File: config.mk
export PLATFORM = sky130hd
export DESIGN_NAME = simon_game_ctrl
export DESIGN_NICKNAME = d
export VERILOG_FILES = /design/src/rtl/simon_game_ctrl.sv
export SDC_FILE = /design/constraint.sdc
export NUM_CORES = 1
export LEC_CHECK = 0
export CAP_MARGIN = 20
export CORE_ASPECT_RATIO = 2
export CORE_MARGIN = 1.5
export CORE_UTILIZATION = 45
export CTS_CLUSTER_SIZE = 14
export DETAILED_ROUTE_END_ITERATION = 7
export SYNTH_ARGS = -nofsm -noshare
export SYNTH_HDL_FRONTEND = slang
export SYNTH_SLANG_ARGS = --single-unit
File: constraint.sdc
create_clock -name clk -period 3 [get_ports clk]
set_input_delay 0.3 -clock clk [delete_from_list [all_inputs] [get_ports clk]]
set_output_delay 0.3 -clock clk [all_outputs]
set_load 0.01 [all_outputs]
File: src/rtl/simon_game_ctrl.sv
// simon_game_ctrl
//   Sequencer for a Simon Says game. Each round it appends one pseudo-random arrow
//   to the sequence and plays the whole sequence on the display. It then checks the
//   player's key presses against the sequence.
//   Arrow codes: 000 LEFT, 001 DOWN, 010 UP, 011 RIGHT, 111 NOTHING.
//   A dir_in code in 100..110 is treated as "no key".
//
// Ports
//   clk        in   1  system clock, rising edge
//   resetn     in   1  asynchronous active-low reset
//   start      in   1  1-cycle pulse; starts a new game from IDLE/WIN/LOSE
//   dir_in     in   3  decoded arrow from the key decoder (111 = no key)
//   arrow_out  out  3  arrow to display; 111 when blank
//   show_phase out  1  1 while the sequence is playing (player input ignored)
//   level      out  7  current sequence length (0 in IDLE)
//   win        out  1  high in WIN until the next start
//   game_over  out  1  high in LOSE until the next start
//   dbg_state  out  3  current FSM state, for observation only
//
// Handshake: none. start is a single-cycle pulse and is sampled only in IDLE, WIN
// or LOSE. dir_in is a level: one press is the span from a valid arrow code back to
// "no key". Holding a key therefore produces exactly one entry.
//
// Configuration
//   SIMON_TIMEOUT_EN defined   : WAIT_PRESS loses after TIMEOUT_CYCLES without a press.
//   SIMON_TIMEOUT_EN undefined : WAIT_PRESS waits forever.
module simon_game_ctrl #(
  parameter int          MAX_LEN        = 16,
  parameter int          SHOW_CYCLES    = 25_000_000,
  parameter int          GAP_CYCLES     = 12_500_000,
  parameter int          TIMEOUT_CYCLES = 250_000_000,
  parameter logic [7:0]  SEED           = 8'hA5
) (
  input  logic       clk,
  input  logic       resetn,
  input  logic       start,
  input  logic [2:0] dir_in,
  output logic [2:0] arrow_out,
  output logic       show_phase,
  output logic [6:0] level,
  output logic       win,
  output logic       game_over,
  output logic [2:0] dbg_state
);

  localparam int IW = $clog2(MAX_LEN);

  typedef enum logic [2:0] {
    S_IDLE, S_ADD, S_SHOW, S_GAP, S_WAIT_PRESS, S_WAIT_RELEASE, S_WIN, S_LOSE
  } state_t;

  state_t        state, state_next;
  logic [7:0]    lfsr;
  logic [IW-1:0] idx;
  logic [31:0]   timer;
  logic [1:0]    seq_buf [MAX_LEN];

  logic          pressed;
  logic          more;
  logic          show_done;
  logic          gap_done;

  assign pressed   = ~dir_in[2];
  // Another entry of the current sequence follows the one at idx.
  assign more      = (7'(idx) + 7'd1) < level;
  assign show_done = (timer == 32'(SHOW_CYCLES - 1));
  assign gap_done  = (timer == 32'(GAP_CYCLES - 1));

  always_comb begin
    state_next = state;
    case (state)
      S_IDLE, S_WIN, S_LOSE: if (start) state_next = S_ADD;
      S_ADD:                 state_next = S_SHOW;
      S_SHOW:                if (show_done) state_next = S_GAP;
      S_GAP:                 if (gap_done) state_next = more ? S_SHOW : S_WAIT_PRESS;
      S_WAIT_PRESS: begin
        if (pressed) begin
          state_next = (dir_in[1:0] == seq_buf[idx]) ? S_WAIT_RELEASE : S_LOSE;
        end
`ifdef SIMON_TIMEOUT_EN
        else if (timer == 32'(TIMEOUT_CYCLES - 1)) begin
          state_next = S_LOSE;
        end
`endif
      end
      S_WAIT_RELEASE: begin
        if (!pressed) begin
          if (more)                          state_next = S_WAIT_PRESS;
          else if (level == 7'(MAX_LEN))     state_next = S_WIN;
          else                               state_next = S_ADD;
        end
      end
      default:               state_next = S_IDLE;
    endcase
  end

  always_ff @(posedge clk or negedge resetn) begin
    if (!resetn) begin
      state <= S_IDLE;
      lfsr  <= SEED;
      level <= '0;
      idx   <= '0;
      timer <= '0;
    end else begin
      state <= state_next;
      // Fibonacci LFSR, taps 8,6,5,4; free-running so the arrow depends on timing.
      lfsr  <= {lfsr[6:0], lfsr[7] ^ lfsr[5] ^ lfsr[4] ^ lfsr[3]};
      // Every state entry restarts the timer, so SHOW/GAP last exactly N cycles.
      timer <= (state_next != state) ? '0 : timer + 32'd1;
      case (state)
        S_IDLE, S_WIN, S_LOSE: begin
          if (start) begin
            level <= '0;
            idx   <= '0;
          end
        end
        S_ADD: begin
          level <= level + 7'd1;
          idx   <= '0;
        end
        S_GAP: begin
          if (gap_done) idx <= more ? idx + IW'(1) : '0;
        end
        S_WAIT_RELEASE: begin
          if (!pressed && more) idx <= idx + IW'(1);
        end
        default: ;
      endcase
    end
  end

  // Sequence storage needs no reset: entries are always written before being read.
  always_ff @(posedge clk) begin
    if (state == S_ADD) seq_buf[level[IW-1:0]] <= lfsr[1:0];
  end

  always_comb begin
    arrow_out  = 3'b111;
    show_phase = 1'b0;
    win        = 1'b0;
    game_over  = 1'b0;
    case (state)
      S_SHOW: begin
        arrow_out  = {1'b0, seq_buf[idx]};
        show_phase = 1'b1;
      end
      S_GAP:          show_phase = 1'b1;
      S_WAIT_PRESS,
      S_WAIT_RELEASE: if (pressed) arrow_out = dir_in;
      S_WIN:          win = 1'b1;
      S_LOSE:         game_over = 1'b1;
      default: ;
    endcase
  end

  assign dbg_state = state;

endmodule

=== Yosys cells after proc, flatten, opt, wreduce, memory -nomap -nowiden ===
Memory sizes are Yosys's and may differ from the RTL's.
Cells that the tools add are included.

* Input port bits: 6
* Memories kept: 1
* Bits in writable memories: 32
* Register bits: 54

* Equal/unequal tests: 15
* Bitwise gates (word level): 3
* $lt $le $gt $ge: 1
* Reduce and logical (&&, ||, !) cells: 9
* $add $sub $neg: 4
* Mux-type cells: 25

{| class="wikitable"
|+ Memory list
! name !! words !! bits a word !! rd ports !! clocked after memory_dff !! write ports !! RTL line !! text
|-
| seq_buf || 16 || 2 || 1 || 0 || 1 || 56 || <nowiki>logic [1:0] seq_buf [MAX_LEN];</nowiki>
|}

{| class="wikitable"
|+ Operator list
! kind !! number
|-
| adder 32 x 1 -> 32 bit (second input constant) || 1
|-
| equality test 32 x 24 -> 1 bit (second input constant) || 1
|-
| equality test 32 x 25 -> 1 bit (second input constant) || 1
|-
| 2-to-1 mux 32 bit || 1
|-
| 2-to-1 mux 3 bit || 9
|-
| one-hot mux 3 bit (6 select lines) || 1
|-
| 2-to-1 mux 4 bit || 4
|-
| one-hot mux 4 bit (4 select lines) || 1
|-
| one-hot mux 7 bit (2 select lines) || 1
|-
| equality test 3 bit (second input constant) || 4
|-
| adder 7 x 1 -> 7 bit (second input constant) || 1
|-
| equality test 7 x 5 -> 1 bit (second input constant) || 1
|-
| < comparator 5 x 7 -> 1 bit || 1
|-
| 2-to-1 mux 7 bit || 1
|-
| equality test 3 x 2 -> 1 bit (second input constant) || 2
|-
| inequality test 2 bit (second input constant) || 3
|-
| one-hot mux 3 bit (2 select lines) || 1
|-
| adder 4 x 1 -> 5 bit (second input constant) || 1
|-
| 2-to-1 mux 1 bit || 5
|-
| adder 4 x 1 -> 4 bit (second input constant) || 1
|-
| AND reduction 4 bit || 1
|-
| nonzero test 4 bit || 1
|-
| OR reduction 2 bit || 2
|-
| equality test 3 x 1 -> 1 bit (second input constant) || 1
|-
| other kinds (9) || 11
|}

=== Depth between registers and ports, before layout ===
Gate-level depths: netlist of run 1.

* Word-level depth: 7
* Gate-level depth with buffers: 11
* Gate-level depth less buffers: 10

=== Least setup slack after synthesis of run 1 ===
OpenSTA, ideal clock, no wires.

* Path kind: register to register
* Start point: register idx[1]
* End point: register timer[24]
* Slack: 0.292 ns
* Path buffers: 2
* Data required time: 2.881 ns
* Data arrival time: 2.590 ns
* Clock period less this slack: 2.708 ns
* Cell stages (with the launch flop): 12
* Cell sequence: dfrtp_1 buf_1 nand3_1 xnor2_1 ha_1 a21oi_1 o32ai_1 nand3_1 o22a_4 o211ai_4 buf_6 nor2_2

* Longest elaborated chain between the ends: 7

{| class="wikitable"
|+ RTL lines
! what !! RTL line !! text
|-
| start, declared || 54 || <nowiki>logic [IW-1:0] idx;</nowiki>
|-
| start signal, assigned || 122 || <nowiki>if (gap_done) idx <= more ? idx + IW'(1) : '0;</nowiki>
|-
| start signal, assigned || 125 || <nowiki>if (!pressed && more) idx <= idx + IW'(1);</nowiki>
|-
| adder 4 x 1 -> 5 bit / memory (16 x 2 bit) (equally long branches) || n/a ||
|-
| < comparator 5 x 7 -> 1 bit / equality test 2 bit (equally long branches) || 65, 78 ||
|-
| 2-to-1 mux 3 bit (tied with other cells) || 88 || <nowiki>if (more) state_next = S_WAIT_PRESS;</nowiki>
|-
| 2-to-1 mux 3 bit (on tied branches) || 87, 75, 77 ||
|-
| one-hot mux 3 bit (6 select lines) (*) || 71 || <nowiki>case (state)</nowiki>
|-
| inequality test 3 bit (*) || 109 || <nowiki>timer <= (state_next != state) ? '0 : timer + 32'd1;</nowiki>
|-
| 2-to-1 mux 32 bit (*) || 109 ||
|-
| end signal, assigned || 109 ||
|-
| end, declared || 55 || <nowiki>logic [31:0] timer;</nowiki>
|}

Every way passes the cells marked *; elsewhere a longest branch is shown, timed or not.
A chain may end at the register's enable or synchronous reset.

=== Worst setup path after layout of run 1 ===
* Start point: register idx[0]
* End point: register timer[13]

Same word-level chain as after synthesis.

==> flow_metrics.env, run 1 <==
export IMPL_timing_rr_start="idx[0]$_DFFE_PN0P_"
export IMPL_ctsLongestPathBuffers=2
export IMPL_via_count_of_the_first_global_routing_pass=3159
export IMPL_timing_slew_headroom_pct=45.6
export IMPL_postSynthNetCount=408
export IMPL_worst_clock_skew_ns=0.00845
export IMPL_post_cts_hold_buffer_count=0
export IMPL_critical_path_peak_fanout=32
export IMPL_ys_dominant_reg_cell="sky130_fd_sc_hd__dfrtp_1"
export IMPL_ys_ff_latch=86
export IMPL_final_area_um2=5060
export IMPL_synth_top_area_cell="sky130_fd_sc_hd__dfrtp_1"
export IMPL_clock_tree_root_cell="sky130_fd_sc_hd__clkbuf_16"
export IMPL_mappedNetlistArea_um2=4350
export IMPL_routed_via_count=2964
export IMPL_largest_net_degree_at_the_start_of_global_routing=36
export IMPL_achievable_frequency_mhz=351
export IMPL_status="complete, no violations"
export IMPL_cts_tree="built"
export IMPL_placement_cell_area_um2=4700
export IMPL_grt_use_met2_pct=40.4
export IMPL_worst_ep_required_time_ns=3.27
export IMPL_gr_max_usage_layer="met2"
export IMPL_timing_final_setup_violations=0
export IMPL_design_final_nets=437
export IMPL_die_x_um=72.6
export IMPL_number_of_flops_mapped_to_enable_cells_by_yosys=32
export IMPL_place_gp_congestion=0.817
export IMPL_timing_final_crit_period_ns=2.85
export IMPL_num_rows=50
export IMPL_syn_avg_cell_area_um2=11.1
export IMPL_place_detailed_hpwl_um=7240
export IMPL_grt_overflow_total=0
export IMPL_crit_path_end="timer[13]$_DFF_PN0_"
export IMPL_timing_critical_path_to_type="register"
export IMPL_synth_top_cells_by_area="sky130_fd_sc_hd__dfrtp_1 (29%), sky130_fd_sc_hd__edfxtp_1 (22%), sky130_fd_sc_hd__xor2_1 (5.2%)"
export IMPL_cp_arrival_ns=3.12
export IMPL_timing_final_crit_share_pct=95.1
export IMPL_depth_of_the_worst_register_to_register_path=11
export IMPL_number_of_antenna_violations_at_the_first_check_in_global_routing=0
export IMPL_tritoncts_num_sinks=86
export IMPL_timing_max_cap_violations=0
export IMPL_cts_buffers=9
export IMPL_postRouteWirelength_um=9580
export IMPL_final_instance_count_excl_fill=530
export IMPL_min_path_type="in -> async"
export IMPL_top_level_port_count=22
export IMPL_drt_first_iter_violations=160
export IMPL_reg2reg_to="timer[13]$_DFF_PN0_"
export IMPL_cts_htree_levels=3
export IMPL_antenna_left=0
export IMPL_groute_layer_met1_usage_pct=20.8
export IMPL_cp_start_kind="register"
export IMPL_grtUsageMet3_pct=2.90
export IMPL_asyncSetResetFlopFracSynth_pct=62.8
export IMPL_dp_cells=514
export IMPL_area_delta_synth_final_pct=16.1
export IMPL_fin_worst_hold_slack_ns=0.0578
export IMPL_cts_repair_timing_setup_buffer_count=0
export IMPL_layout_cells_most_common="sky130_fd_sc_hd__dfrtp_1"
export IMPL_initial_core_util_pct=46.4
export IMPL_worstSetupStartpoint="idx[0]$_DFFE_PN0P_"
export IMPL_dieHeight_um=142
export IMPL_synthDominantCellAreaShare_pct=28.7
export IMPL_rrSetupSlack_ns=0.15
export IMPL_postSynthCellCount=392
export IMPL_numPortBuffers=21
export IMPL_yosys_warning_count=0
export IMPL_critical_path_class="reg -> reg"
export IMPL_hold_violations=0
export IMPL_grt_total_usage_pct=20.6
export IMPL_post_route_cells_drive_above_1_share_pct=14.8
export IMPL_1st_pass_router_iterations=4
export IMPL_n_antenna_cell=0
export IMPL_clkLatencyLatePin_ns=0.34
export IMPL_synth_sequential_area_ratio_pct=53.2
export IMPL_dpl_worst_slack_ns=0.0871
export IMPL_power_density_nw_per_um2=691
export IMPL_core_area_um2=9380
export IMPL_drcViolationCount=0
export IMPL_worst_slew_pin_slew_ns=0.816
export IMPL_max_vdd_ir_drop_mv=0.374
export IMPL_yosysUniqueCellTypes=54
export IMPL_die_area_um2=10300
export IMPL_route_detailed_wl_per_inst_um=18.1
export IMPL_grt_first_pass_wirelength_um=15900
export IMPL_report_final_slew_viol_count=0
export IMPL_total_leakage_power_nw=2.05
export IMPL_worst_slack_ns=0.148
export IMPL_layout_cells_most_common_list="sky130_fd_sc_hd__dfrtp_1 (50), sky130_fd_sc_hd__nor2_1 (40), sky130_fd_sc_hd__edfxtp_1 (32)"
export IMPL_vias_per_cell=5.59
export IMPL_layout_core_utilization_pct=53.9
export IMPL_clk_pin_slew_ns=0.06
## per-stage QoR
stage,setup TNS [ns],power [mW]
2_1_floorplan,0,1.98
3_3_place_gp,0,2.30
3_5_place_dp,0,2.32
4_1_cts,0,3.46
5_1_grt,-0.0116,3.66
6_report,0,3.49
## final cells by class
type	instances	area (µm²)
clock buffers	11	254
clock inverters	5	56.3
fillers	832	4330
inverters	16	60.1
multi-input cells	277	1940
flip-flops and latches	86	2320
well taps	104	130
repair buffers	31	297
## worst min path at each step
stage	from	endpoint	slack (ns)	cells after the start
floorplan	resetn	dbg_state[0]$_DFF_PN0_	0.004	0
global placement	lfsr[6]$_DFF_PN0_	lfsr[7]$_DFF_PN1_	0.34	0
detailed placement	lfsr[6]$_DFF_PN0_	lfsr[7]$_DFF_PN1_	0.34	0
CTS	resetn	timer[3]$_DFF_PN0_	0.08	1
global route	resetn	timer[3]$_DFF_PN0_	0.13	1
finish	resetn	timer[3]$_DFF_PN0_	0.06	1
## power breakdown
part / leakage, nW / internal (mW) / switching, mW
Combinational: 0.881 / 0.422 / 0.522
Sequential: 1.01 / 1.29 / 0.121
Clock: 0.151 / 0.696 / 0.447
Total: 2.05 / 2.40 / 1.09
## flip-flops by register name (all words and copies together), names as in the netlist
register / flops
idx: 4
seq_buf: 32
timer: 32
level: 7
dbg_state: 3
lfsr: 8
## critical path, stage by stage (launching register included)
cell and delay, ns:
sky130_fd_sc_hd__dfrtp_1 0.41, sky130_fd_sc_hd__ha_1 0.25, sky130_fd_sc_hd__xor2_2 0.17, sky130_fd_sc_hd__ha_1 0.32, sky130_fd_sc_hd__a21o_1 0.19, sky130_fd_sc_hd__a31oi_2 0.21
sky130_fd_sc_hd__o32ai_4 0.15, sky130_fd_sc_hd__and3_1 0.26, sky130_fd_sc_hd__a221oi_4 0.35, sky130_fd_sc_hd__o211ai_4 0.13, sky130_fd_sc_hd__buf_12 0.19, sky130_fd_sc_hd__nor2_1 0.13
## repair_timing
| item | in CTS | in global routing |
|---|---|---|
| gates resized for setup | 0 | 6 |
| hold endpoints to repair | 0 | 0 |
| endpoints found under the setup margin | 0 | 34 |
## logic make-up after synthesis
logic type      share of synthesized area, %
fa+ha+maj                               2.87
simple gates                            22.2
flops                                   53.2
mux                                     4.63
xor+xnor                                7.44
buf+inv                                 3.05
compound gates                          6.64
## routing by layer
metal | up-vias | part of all wire, %
li1 | 1443 | -
met1 | 1469 | 36
met2 | 36 | 60
met3 | 16 | 1.8
met4 | 0 | 2.5
met5 | - | 0
## cell usage after synthesis, drive strengths merged, types with 3 or more instances
cell type / number
dfrtp: 50
nor2: 50
edfxtp: 32
nand3: 30
nand2: 28
xor2: 26
and2: 20
o21ai: 16
inv: 15
and3: 11
nand4: 11
nor3: 11
xnor2: 11
ha: 10
mux4: 8
clkbuf: 7
a21oi: 6
buf: 6
dfstp: 4
nor4: 4
a22oi: 3
nor2b: 3
nor3b: 3
No activity file was read; power rests on OpenSTA's default activity.
==> inputs of run 2 (changes only) <==
ABC_AREA = 1   (was default)
CORE_ASPECT_RATIO = 1.25   (was 2)
==> run 2 against run 1 <==
  * Flip-flop and latch count unchanged
  * Critical endpoint is now arrow_out[0]
  * Clock-buffer cell count down 2
  * Register-to-register slack gained 0.23 ns
  * Largest cell class unchanged
  * Highest routed layer unchanged
  * Worst setup slack better by 0.10 ns
  * Worst hold slack better by 0.28 ns
==> flow_metrics.env, run 2 <==
export IMPL_power_switching_fraction_pct=41.6
export IMPL_timing_final_setup_violations=0
export IMPL_cts_tree="built"
export IMPL_n_antenna_cell=0
export IMPL_worst_clock_skew_ns=0.00719
export IMPL_postSynthNetCount=555
export IMPL_yosys_warning_count=0
export IMPL_layout_cells_most_common="sky130_fd_sc_hd__nand2_1"
export IMPL_standard_cell_with_the_maximum_stage_delay_on_the_critical_path="sky130_fd_sc_hd__clkdlybuf4s50_1"
export IMPL_grt_total_usage_pct=20.3
export IMPL_via_count_of_the_first_global_routing_pass=3719
export IMPL_initial_core_util_pct=46.1
export IMPL_post_route_cells_drive_above_1_share_pct=17.5
export IMPL_dieHeight_um=120
export IMPL_ys_ff_latch=86
export IMPL_rsz_0062_raised_after_global_routing="false"
export IMPL_synth_sequential_area_ratio_pct=47.3
export IMPL_worst_slew_pin_slew_ns=0.561
export IMPL_top_level_port_count=22
export IMPL_worst_path_largest_cell_delay_ns=0.56
export IMPL_place_gp_congestion=0.906
export IMPL_ys_dominant_reg_cell="sky130_fd_sc_hd__dfrtp_1"
export IMPL_syn_avg_cell_area_um2=9.08
export IMPL_min_path_type="in -> async"
export IMPL_drt_first_iter_violations=149
export IMPL_timing_critical_path_to_type="primary output"
export IMPL_grt_first_pass_wirelength_um=17700
export IMPL_setup_tns_ns=0
export IMPL_ctsLongestPathBuffers=2
export IMPL_largest_net_degree_at_the_start_of_global_routing=46
export IMPL_placement_cell_area_um2=5230
export IMPL_crit_path_frequent_cell="sky130_fd_sc_hd__nand3_1"
export IMPL_yosysUniqueCellTypes=39
export IMPL_1st_pass_router_iterations=5
export IMPL_layout_cells_most_common_list="sky130_fd_sc_hd__nand2_1 (108), sky130_fd_sc_hd__nor2_1 (65), sky130_fd_sc_hd__inv_1 (52)"
export IMPL_max_vdd_ir_drop_mv=0.615
export IMPL_status="complete, no violations"
export IMPL_number_of_flops_mapped_to_enable_cells_by_yosys=32
export IMPL_achievable_frequency_mhz=364
export IMPL_area_delta_synth_final_pct=13.9
export IMPL_rrSetupSlack_ns=0.38
export IMPL_clk_pin_slew_ns=0.07
export IMPL_report_final_slew_viol_count=0
export IMPL_clkLatencyLatePin_ns=0.34
export IMPL_critical_path_class="reg -> out"
export IMPL_postRouteWirelength_um=10500
export IMPL_final_area_um2=5570
export IMPL_postSynthCellCount=539
export IMPL_drcViolationCount=0
export IMPL_seq_power_share_pct=33.4
export IMPL_dp_cells=687
export IMPL_number_of_antenna_violations_at_the_first_check_in_global_routing=0
export IMPL_core_area_um2=10600
export IMPL_tritoncts_num_sinks=86
export IMPL_net_switching_power_mw=1.75
export IMPL_cp_arrival_ns=2.45
export IMPL_yosys_cell_count_top_type="sky130_fd_sc_hd__nand2_1"
export IMPL_die_x_um=96.3
export IMPL_final_instance_count_excl_fill=708
export IMPL_p_clk_share_pct=26.1
export IMPL_critical_path_peak_fanout=14
export IMPL_pwr_share_comb_pct=40.5
export IMPL_numPortBuffers=21
export IMPL_place_detailed_hpwl_um=7680
export IMPL_vias_per_cell=5.10
export IMPL_num_rows=42
export IMPL_timing_slew_headroom_pct=62.6
export IMPL_cp_start_kind="register"
export IMPL_synth_top_cells_by_area="sky130_fd_sc_hd__dfrtp_1 (26%), sky130_fd_sc_hd__edfxtp_1 (20%), sky130_fd_sc_hd__nand2_1 (8.3%)"
export IMPL_design_final_nets=587
export IMPL_p_total_mw=4.20
export IMPL_synthDominantCellAreaShare_pct=25.6
export IMPL_mappedNetlistArea_um2=4900
export IMPL_clock_tree_root_cell="sky130_fd_sc_hd__clkbuf_16"
export IMPL_route_detailed_wl_per_inst_um=14.9
export IMPL_synth_top_area_cell="sky130_fd_sc_hd__dfrtp_1"
export IMPL_crit_chain="inv_1 > o211ai_1 > nand3_1 > nand3_1 > nand2_1 > nor2_1 > a31oi_1 > clkdlybuf4s50_1"
export IMPL_grt_overflow_total=0
export IMPL_layout_core_utilization_pct=52.5
export IMPL_internal_power_mw=2.45
export IMPL_asyncSetResetFlopFracSynth_pct=62.8
export IMPL_cts_buffers=9
export IMPL_timing_max_cap_violations=0
export IMPL_hold_violations=0
export IMPL_routed_via_count=3610
export IMPL_antenna_left=0
export IMPL_power_density_nw_per_um2=754
export IMPL_synth_commonest_cells="sky130_fd_sc_hd__nand2_1 (108), sky130_fd_sc_hd__nor2_1 (65), sky130_fd_sc_hd__inv_1 (53)"
export IMPL_worst_ep_required_time_ns=2.70
export IMPL_die_area_um2=11500
export IMPL_total_leakage_power_nw=2.30
export IMPL_timing_final_crit_period_ns=2.75
export IMPL_cts_htree_levels=3
export IMPL_timing_final_crit_share_pct=91.7
==> run 2: power groups by stage <==
stage                     logic, mW  clock network (mW)  registers [mW]
after floorplan                1.37                   0            1.38
after global placement         1.67                   0            1.42
after detailed placement       1.70                   0            1.43
after CTS                      1.71                1.13            1.40
after global routing           1.90                1.17            1.42
final                          1.70                1.10            1.41
==> run 2: cells by family (layout without fill, tap and decap cells) <==
family                     after synthesis  in the layout  synth area share (%)
and+or+nand+nor                        308            308                  33.7
DFF                                     86             86                  47.3
adders and majority gates               10             10                  2.56
AOI/OAI and AO/OA                       32             32                  3.88
xor gates and xnor gates                33             33                  5.90
buffers and inverters                   70            107                  6.62
==> run 2: routing by layer <==
metal	vias up	share of wire, %	track usage [%]
li1	1807	-	-
met1	1725	43	24.8
met2	61	52	34.5
met3	17	3.0	4.69
met4	0	2.1	7.25
met5	-	0	0
==> run 2: area by class of cell <==
class	count	area [µm²]
fillers	995	5040
flip-flops and latches	86	2320
multi-input cells	383	2250
repair buffers	30	313
inverters	61	235
clock buffers	9	225
well taps	132	165
clock inverters	7	63.8
==> run 2: worst paths after layout <==
kind | to | startpoint | cells past startpoint
worst min-delay path | timer[9]$_DFF_PN0_ | resetn | 2
worst min register to register | lfsr[7]$_DFF_PN1_ | lfsr[6]$_DFF_PN0_ | 0
worst max-delay path | arrow_out[0] | idx[1]$_DFFE_PN0P_ | 8
worst max register to register | timer[21]$_DFF_PN0_ | idx[0]$_DFFE_PN0P_ | 17
min in group clk | lfsr[7]$_DFF_PN1_ | lfsr[6]$_DFF_PN0_ | 0
max in group asynchronous | idx[0]$_DFFE_PN0P_ | resetn | 4
==> run 2: repair_timing <==
action / 4_1_cts / 5_1_grt
buffers inserted: 0 / 3
endpoints found under the hold margin: 0 / 8
gates resized for setup: 0 / 1
setup endpoints to repair: 0 / 2
hold buffers: 0 / 1
==> run 2: per-stage QoR <==
| stage | worst slack, ns | hold slack [ns] |
|---|---|---|
| global route | 0.0753 | 0.364 |
| CTS | 0.0906 | 0.161 |
| global placement | 0.493 | 0.337 |
| finish | 0.250 | 0.341 |
| floorplan | 0.594 | 0.00441 |
| detailed placement | 0.438 | 0.344 |
==> run 2: critical path: cells and delay by family, from the launching register on <==
family / cells / cell delay [ns]
AND/OR/NAND/NOR: 4 / 0.40
buffers and inverters: 2 / 0.93
flip-flops: 1 / 0.45
AO/OA/AOI/OAI: 2 / 0.32
==> inputs of run 3 (changes only) <==
CORE_MARGIN = default   (was 1.5)
==> run 3 against run 2 <==
  * Flip-flop and latch count unchanged
  * Critical path depth is the same
  * Clock-buffer cell count up 1
  * Non-clock buffer count grew 1
  * Clock power rose by 5%
  * Critical path type unchanged
  * Largest power group unchanged
  * Highest routed layer unchanged
==> flow_metrics.env, run 3 (synthesis results as in run 2) <==
export IMPL_status="complete, no violations"
export IMPL_worst_clock_skew_ns=0.00906
export IMPL_grt_overflow_total=0
export IMPL_die_area_um2=11300
export IMPL_rsz_0062_raised_after_global_routing="false"
export IMPL_layout_cells_most_common="sky130_fd_sc_hd__nand2_1"
export IMPL_p_total_mw=4.27
export IMPL_timing_final_crit_share_pct=93.8
export IMPL_vias_per_cell=5.09
export IMPL_clkLatencyLatePin_ns=0.34
export IMPL_critical_path_peak_fanout=14
export IMPL_fin_worst_hold_slack_ns=0.364
export IMPL_cts_buffers=9
export IMPL_timing_max_cap_violations=0
export IMPL_grt_total_usage_pct=20.0
export IMPL_ctsLongestPathBuffers=2
export IMPL_postRouteWirelength_um=10300
export IMPL_worst_slew_pin_slew_ns=0.580
export IMPL_antenna_left=0
export IMPL_routed_via_count=3609
export IMPL_net_switching_power_mw=1.71
export IMPL_area_delta_synth_final_pct=14.3
export IMPL_hold_violations=0
export IMPL_post_route_cells_drive_above_1_share_pct=17.7
export IMPL_internal_power_mw=2.56
export IMPL_clock_tree_root_cell="sky130_fd_sc_hd__clkbuf_16"
export IMPL_worst_ep_required_time_ns=2.70
export IMPL_via_count_of_the_first_global_routing_pass=3595
export IMPL_p_clk_share_pct=27.3
export IMPL_timing_critical_path_to_type="primary output"
export IMPL_critical_path_class="reg -> out"
export IMPL_final_instance_count_excl_fill=709
export IMPL_place_gp_congestion=0.874
export IMPL_dieHeight_um=119
export IMPL_number_of_antenna_violations_at_the_first_check_in_global_routing=0
export IMPL_core_area_um2=10600
export IMPL_report_final_slew_viol_count=0
export IMPL_timing_slew_headroom_pct=61.4
export IMPL_grt_first_pass_wirelength_um=17300
export IMPL_top_level_port_count=22
export IMPL_cts_tree="built"
export IMPL_drt_first_iter_violations=139
export IMPL_design_final_nets=588
export IMPL_layout_cells_most_common_list="sky130_fd_sc_hd__nand2_1 (108), sky130_fd_sc_hd__nor2_1 (65), sky130_fd_sc_hd__inv_1 (52)"
export IMPL_total_leakage_power_nw=2.31
export IMPL_cts_htree_levels=3
export IMPL_setup_tns_ns=0
export IMPL_tritoncts_num_sinks=86
export IMPL_initial_core_util_pct=46.4
export IMPL_pwr_share_comb_pct=39.7
export IMPL_seq_power_share_pct=33.0
export IMPL_achievable_frequency_mhz=355
export IMPL_route_detailed_wl_per_inst_um=14.5
export IMPL_min_path_type="reg -> reg"
export IMPL_numPortBuffers=21
export IMPL_dp_cells=688
export IMPL_timing_final_crit_period_ns=2.81
export IMPL_cp_arrival_ns=2.51
export IMPL_largest_net_degree_at_the_start_of_global_routing=32
export IMPL_max_vdd_ir_drop_mv=0.576
export IMPL_drcViolationCount=0
export IMPL_die_x_um=95.3
export IMPL_1st_pass_router_iterations=5
export IMPL_n_antenna_cell=0
export IMPL_power_density_nw_per_um2=762
export IMPL_dpl_worst_slack_ns=0.382
export IMPL_cp_start_kind="register"
export IMPL_place_detailed_hpwl_um=7650
export IMPL_timing_final_setup_violations=0
export IMPL_num_rows=42
export IMPL_worst_slack_ns=0.187
export IMPL_power_switching_fraction_pct=40.0
export IMPL_clk_pin_slew_ns=0.07
==> run 3: cell types whose count changed in the layout (fill, tap and decap cells not counted) <==
| cell | delta |
|---|---|
| sky130_fd_sc_hd__clkinvlp_4 | -2 |
| sky130_fd_sc_hd__buf_12 | -1 |
| sky130_fd_sc_hd__clkbuf_8 | +1 |
| sky130_fd_sc_hd__buf_4 | +2 |
| sky130_fd_sc_hd__bufinv_16 | +1 |
| sky130_fd_sc_hd__inv_8 | -1 |
| sky130_fd_sc_hd__clkinv_4 | +1 |
==> run 3: final timing paths <==
path,slack (ns),cells past startpoint,end,startpoint
setup / recovery,0.19,8,arrow_out[0],idx[1]$_DFFE_PN0P_
hold / removal,0.36,0,lfsr[7]$_DFF_PN1_,lfsr[6]$_DFF_PN0_
setup reg to reg,0.28,16,timer[29]$_DFF_PN0_,idx[0]$_DFFE_PN0P_
hold reg to reg,0.36,0,lfsr[7]$_DFF_PN1_,lfsr[6]$_DFF_PN0_
max in group asynchronous,1.66,3,lfsr[0]$_DFF_PN1_,resetn
min in group asynchronous,0.49,2,level[6]$_DFFE_PN0P_,resetn
==> run 3: per-layer routing <==
layer | track usage [%] | vias up | wire (µm)
met3 | 3.73 | 24 | 306
met4 | 9.28 | 0 | 376
met1 | 24.7 | 1709 | 4370
met5 | 0 | - | 0
met2 | 33.1 | 70 | 5200
li1 | - | 1806 | -
==> run 3: stage by stage <==
stage	util [%]	instance area (µm²)
floorplan	-	4900
global placement	49.6	5240
detailed placement	49.6	5240
CTS	52.7	5560
global route	53.0	5600
finish	53.0	5600
==> run 3: worst max-delay path, stage by stage (launching register included) <==
cell	delay, ns
sky130_fd_sc_hd__dfrtp_1	0.46
sky130_fd_sc_hd__inv_1	0.36
sky130_fd_sc_hd__o211ai_1	0.17
sky130_fd_sc_hd__nand3_1	0.13
sky130_fd_sc_hd__nand3_1	0.16
sky130_fd_sc_hd__nand2_1	0.13
sky130_fd_sc_hd__nor2_1	0.04
sky130_fd_sc_hd__a31oi_1	0.16
sky130_fd_sc_hd__clkdlybuf4s50_1	0.56
==> run 3: final cells by class <==
class / instances / area (µm²)
Fill cell: 993 / 4970
Sequential cell: 86 / 2320
Multi-Input combinational cell: 383 / 2250
Timing Repair Buffer: 31 / 308
Clock buffer: 10 / 239
Inverter: 61 / 235
Tap cell: 132 / 165
Clock inverter: 6 / 76.3
==> run 3: power groups by stage <==
stage	clock [mW]	sequential (mW)	combinational [mW]
after floorplan	0	1.38	1.37
after global placement	0	1.43	1.66
after detailed placement	0	1.43	1.69
after CTS	1.20	1.41	1.70
after global routing	1.24	1.42	1.87
final	1.16	1.41	1.69
==> run 3: timing repair <==
action / CTS / global route
resized for setup: 0 / 1
setup buffers: 0 / 4
hold buffers: 1 / 0
hold endpoints to repair: 23 / 0
endpoints found under the setup margin: 0 / 2
